--- config.mk ---
export PLATFORM = sky130hd
export DESIGN_NAME = updown_counter_mod
export DESIGN_NICKNAME = d
export VERILOG_FILES = /design/src/rtl/updown_counter_mod.sv
export SDC_FILE = /design/constraint.sdc
export NUM_CORES = 1
export LEC_CHECK = 0
export ABC_AREA = 0
export CAP_MARGIN = 15
export CELL_PAD_IN_SITES_DETAIL_PLACEMENT = 1
export CELL_PAD_IN_SITES_GLOBAL_PLACEMENT = 1
export CORE_AREA = 2 2 57 59
export CTS_CLUSTER_SIZE = 8
export DETAILED_ROUTE_END_ITERATION = 16
export DIE_AREA = 0 0 59 61
export PLACE_DENSITY = 0.86
export SYNTH_ARGS = -nofsm -noshare
export SYNTH_HDL_FRONTEND = slang
export SYNTH_SLANG_ARGS = --single-unit
--- constraint.sdc ---
create_clock -name clk -period 5.4 [get_ports clk]
set_clock_uncertainty 0.1 [all_clocks]
set_input_delay 1.08 -clock clk [delete_from_list [all_inputs] [get_ports clk]]
set_output_delay 1.08 -clock clk [all_outputs]
set_load 0.05 [all_outputs]
--- src/rtl/updown_counter_mod.sv ---
// Up/down counter with programmable modulus, step, prescaler,
// wrap/saturate mode, synchronous load and boundary flags.
module updown_counter_mod #(
  parameter int          COUNT_WIDTH = 4,
  parameter int unsigned MAX_COUNT   = 15,
  parameter bit          SATURATE    = 1'b0,
  parameter int unsigned STEP        = 1,
  parameter int unsigned PRESCALE    = 1
) (
  input  logic                   clk,
  input  logic                   s_reset,
  input  logic                   enable,
  input  logic                   inc_en,
  input  logic                   dec_en,
  input  logic                   load_en,
  input  logic [COUNT_WIDTH-1:0] load_value,
  output logic [COUNT_WIDTH-1:0] counter,
  output logic                   at_max,
  output logic                   at_min,
  output logic                   overflow,
  output logic                   underflow
);

  localparam int W = COUNT_WIDTH;
  localparam logic [W:0] MAXV =
    (W+1)'(MAX_COUNT);
  localparam logic [W:0] STEPV =
    (W+1)'(STEP);
  localparam logic [W:0] MODV =
    (W+1)'(longint'(MAX_COUNT) + 1);
  localparam logic [W-1:0] MAXW =
    W'(MAX_COUNT);
  localparam logic [15:0] PS_LAST =
    16'(PRESCALE - 1);

  logic [15:0]  pcnt;
  logic [W:0]   cnt_ext;
  logic         qual;
  logic         fire;
  logic         up_hit;
  logic         dn_hit;
  logic [W-1:0] nxt;
  logic         nov;
  logic         nun;
  logic [W-1:0] ld_val;

  // All step arithmetic is one bit wider than the count so
  // MAX_COUNT+1 and counter+STEP never truncate.
  always_comb begin
    cnt_ext = {1'b0, counter};
    qual    = enable & (inc_en ^ dec_en);
    fire    = qual && (pcnt == PS_LAST);
    up_hit  = cnt_ext > (MAXV - STEPV);
    dn_hit  = cnt_ext < STEPV;
    nxt     = counter;
    nov     = 1'b0;
    nun     = 1'b0;
    if (inc_en) begin
      if (up_hit) begin
        nov = 1'b1;
        if (SATURATE)
          nxt = MAXW;
        else
          nxt = W'(cnt_ext + STEPV - MODV);
      end else begin
        nxt = W'(cnt_ext + STEPV);
      end
    end else begin
      if (dn_hit) begin
        nun = 1'b1;
        if (SATURATE)
          nxt = '0;
        else
          nxt = W'(cnt_ext + MODV - STEPV);
      end else begin
        nxt = W'(cnt_ext - STEPV);
      end
    end
    if ({1'b0, load_value} > MAXV)
      ld_val = MAXW;
    else
      ld_val = load_value;
  end

  always_ff @(posedge clk) begin
    if (s_reset) begin
      counter   <= '0;
      pcnt      <= '0;
      overflow  <= 1'b0;
      underflow <= 1'b0;
    end else if (load_en) begin
      counter   <= ld_val;
      pcnt      <= '0;
      overflow  <= 1'b0;
      underflow <= 1'b0;
    end else if (fire) begin
      counter   <= nxt;
      pcnt      <= '0;
      overflow  <= nov;
      underflow <= nun;
    end else begin
      if (qual)
        pcnt <= pcnt + 16'd1;
      overflow  <= 1'b0;
      underflow <= 1'b0;
    end
  end

  assign at_max = (counter == MAXW);
  assign at_min = (counter == '0);

endmodule

==> flow_summary.json <==
{
  "setup_ws_ns": 2.13,
  "vias": 1089,
  "syn_area_mm2": 0.00125,
  "drc": 0,
  "seq_power_share_pct": 47.8,
  "std_cell_rows": 20,
  "antenna_found_initial": 0,
  "clk_latency_ns": 0.32,
  "post_drt_wl_per_cell_um": 16.4,
  "intPower_w": 0.000263,
  "cp.required_ns": 4.22,
  "r2r-start": "pcnt[0]",
  "start_util_pct": 42.3,
  "pre_cts_slack_ns": 1.67,
  "layout-drive-gt1-share_pct": 9.74,
  "final_nets": 170,
  "switchingPower_w": 0.0000926,
  "diodes": 0,
  "htreeDepth": 1,
  "dr.pass1.iters": 4,
  "io_pins": 18,
  "min_period_over_period_pct": 60.5,
  "hold_viol_final": 0,
  "cts_tree": "built",
  "ff2ff_setup_slack_ns": 3.36,
  "cp_max_fo": 7,
  "grt_max_degree": 17,
  "die_area_mm2": 0.00360,
  "yosys.cell_types.count": 36,
  "hold_class": "flip-flop to flip-flop",
  "area_delta_synth_final_pct": 17.5,
  "hpwl_um": 2320,
  "rsz0062_at_grt": "no",
  "cellLeakagePower_nw": 0.494,
  "maxSlewHeadroom_pct": 66.0,
  "critPathLaunch": "counter[0]",
  "die_h_um": 61,
  "numCtsBuffers": 3,
  "synth_cells": 137,
  "synth_seq_cells": 22,
  "syn_nets": 152,
  "drt_iter0_markers": 35,
  "die_w_um": 59,
  "antenna_left": 0,
  "grt_pass1_vias": 1080,
  "fin_setup_tns_ns": 0,
  "post-route-util_pct": 49.7,
  "path_class": "flip-flop to output port",
  "ctsHoldBuffers": 0,
  "ys_warn_count": 0,
  "grtUsageTotal_pct": 18.7,
  "final_area_mm2": 0.00147,
  "regArea_um2": 440,
  "clock_path_buffers": 2,
  "arrival_ns": 2.09,
  "worst_pin_slew_ns": 0.509,
  "pwr-share-comb_pct": 15.8,
  "crit_slowest_cell": "clkdlybuf4s50_1",
  "multi_input_area_um2": 729,
  "wl_um": 3070,
  "p_sw_share_pct": 26.1,
  "synth.top_cell.area_share_pct": 35.3,
  "io_buffer_count": 17,
  "vdd_drop_max_uv": 86.5,
  "power_w": 0.000355,
  "overflow": 0,
  "clock.fmax_ghz": 0.306,
  "drv_cap": 0,
  "routabilityCongestion": 0.807,
  "slew_violations": 0,
  "cts.sinks": 22,
  "ctsResizeCount": 0,
  "placed_cell_area_mm2": 0.00141,
  "layout_min_cycle_time_ns": 3.27,
  "ff2ff_path_depth": 6,
  "status": "completed",
  "synth_seq_area_share_pct": 35.3,
  "crit_end": "at_min",
  "fillers": 356,
  "setup_viol": 0,
  "r2r-end": "counter[3]",
  "yosys-top-cells-area": "dfxtp_1, ha_1, xor2_1",
  "grt_pass1_wl_um": 5040,
  "vias_per_cell": 5.82,
  "path_cells": "inv_1 > ha_1 > nor3b_1 > clkdlybuf4s50_1",
  "synth_top_area_cell": "dfxtp_1",
  "powerDensity_mw_per_mm2": 242,
  "max_stage_delay_ns": 0.86,
  "path_clk_slew_ns": 0.13,
  "postCtsSetupBuffers": 0,
  "syn_avg_cell_area_um2": 9.11,
  "hp-start": "pcnt[15]",
  "core-area_mm2": 0.00295,
  "clkPwrFrac_pct": 36.4,
  "root_buffer": "clkbuf_4",
  "cp-end-kind": "output port",
  "cp-start-kind": "flip-flop"
}
==> metal layers <==
metal	up-vias	global-route usage, %	share of wire (%)	routed length (um)
met4	0	5.84	1.4	44
met1	529	23.3	45	1380
met3	6	2.56	1.5	46
met2	8	33.5	52	1600
li1	546	-	-	-
met5	-	0	0	0
==> how the worst min path moves through the flow <==
| stage | end | cells after the start |
|---|---|---|
| after floorplan | pcnt[15] | 2 |
| after global placement | pcnt[15] | 2 |
| after detailed placement | pcnt[15] | 2 |
| after CTS | pcnt[15] | 2 |
| after global routing | pcnt[15] | 2 |
| final | pcnt[15] | 2 |
==> cell usage after synthesis, drive strengths merged <==
master  count
nand3       6
nor4bb      1
mux2i       1
dfxtp      22
nor3b       2
nor4        4
buf         4
and3b       1
ha          5
xnor2       1
nor2       13
a311oi      4
o31ai       6
or3         6
o21ai       7
and4        2
xor2        8
clkbuf      1
a21oi       9
or2         2
and2        3
a31oi       1
nand4       9
nand2       3
and3        3
inv         7
or4         6
==> power by group through the flow <==
stage	clock, W	combinational, W	sequential (W)
finish	0.000129	0.0000563	0.000170
global route	0.000139	0.0000603	0.000170
CTS	0.000131	0.0000558	0.000170
detailed placement	0	0.0000555	0.000173
global placement	0	0.0000532	0.000173
floorplan	0	0.0000293	0.000181
==> state kept, by name (all words and copies together), names as in the netlist <==
signal	cells
counter	4
overflow	1
pcnt	16
underflow	1
==> stage by stage <==
stage / instances / hold slack [ns]
after CTS: 186 / 0.399
after global routing: 187 / 0.435
after global placement: 182 / 0.363
final: 187 / 0.402
after floorplan: 137 / 0.352
after detailed placement: 182 / 0.380
==> cells in the final DEF (no fill, tap or decap), types with 2 or more instances in the layout <==
cell / count
o31ai_1: 6
inv_1: 7
nor3b_1: 2
dfxtp_1: 22
nor4_2: 2
xor2_1: 7
a311oi_1: 4
and3_1: 2
nor2_1: 13
nand3_1: 6
ha_1: 5
or3_1: 6
nand2_1: 3
and2_1: 2
or2_2: 2
nand4_1: 8
or4_1: 6
clkdlybuf4s50_1: 17
a21oi_1: 9
clkbuf_4: 3
o21ai_0: 6
==> layout make-up <==
class	count	share of cell area [%]
clock buffer	3	1.53
clock inverter	1	2.05
inverter	7	1.79
multi-input combinational	103	49.7
sequential	22	30.0
tap	33	2.81
timing repair buffer	18	12.1
==> worst max-delay path, delay by kind of cell, from the launching register on <==
family / cells / cell delay [ns]
adders and majority gates: 1 / 0.16
buffers and inverters: 2 / 0.96
DFF: 1 / 0.38
and+or+nand+nor: 1 / 0.26
==> kinds of logic (layout without fill, tap and decap cells) <==
| kind of cell | after synthesis | after routing | synth area share [%] |
|---|---|---|---|
| buffers and inverters | 12 | 29 | 6.31 |
| AND/OR/NAND/NOR | 61 | 61 | 31.5 |
| adder cells (fa/ha/maj) | 5 | 5 | 5.01 |
| XOR/XNOR | 9 | 9 | 7.82 |
| multiplexers | 1 | 1 | 0.802 |
| AO/OA/AOI/OAI | 27 | 27 | 13.3 |
| flip-flops | 22 | 22 | 35.3 |
(Power assumes the default switching activity.)
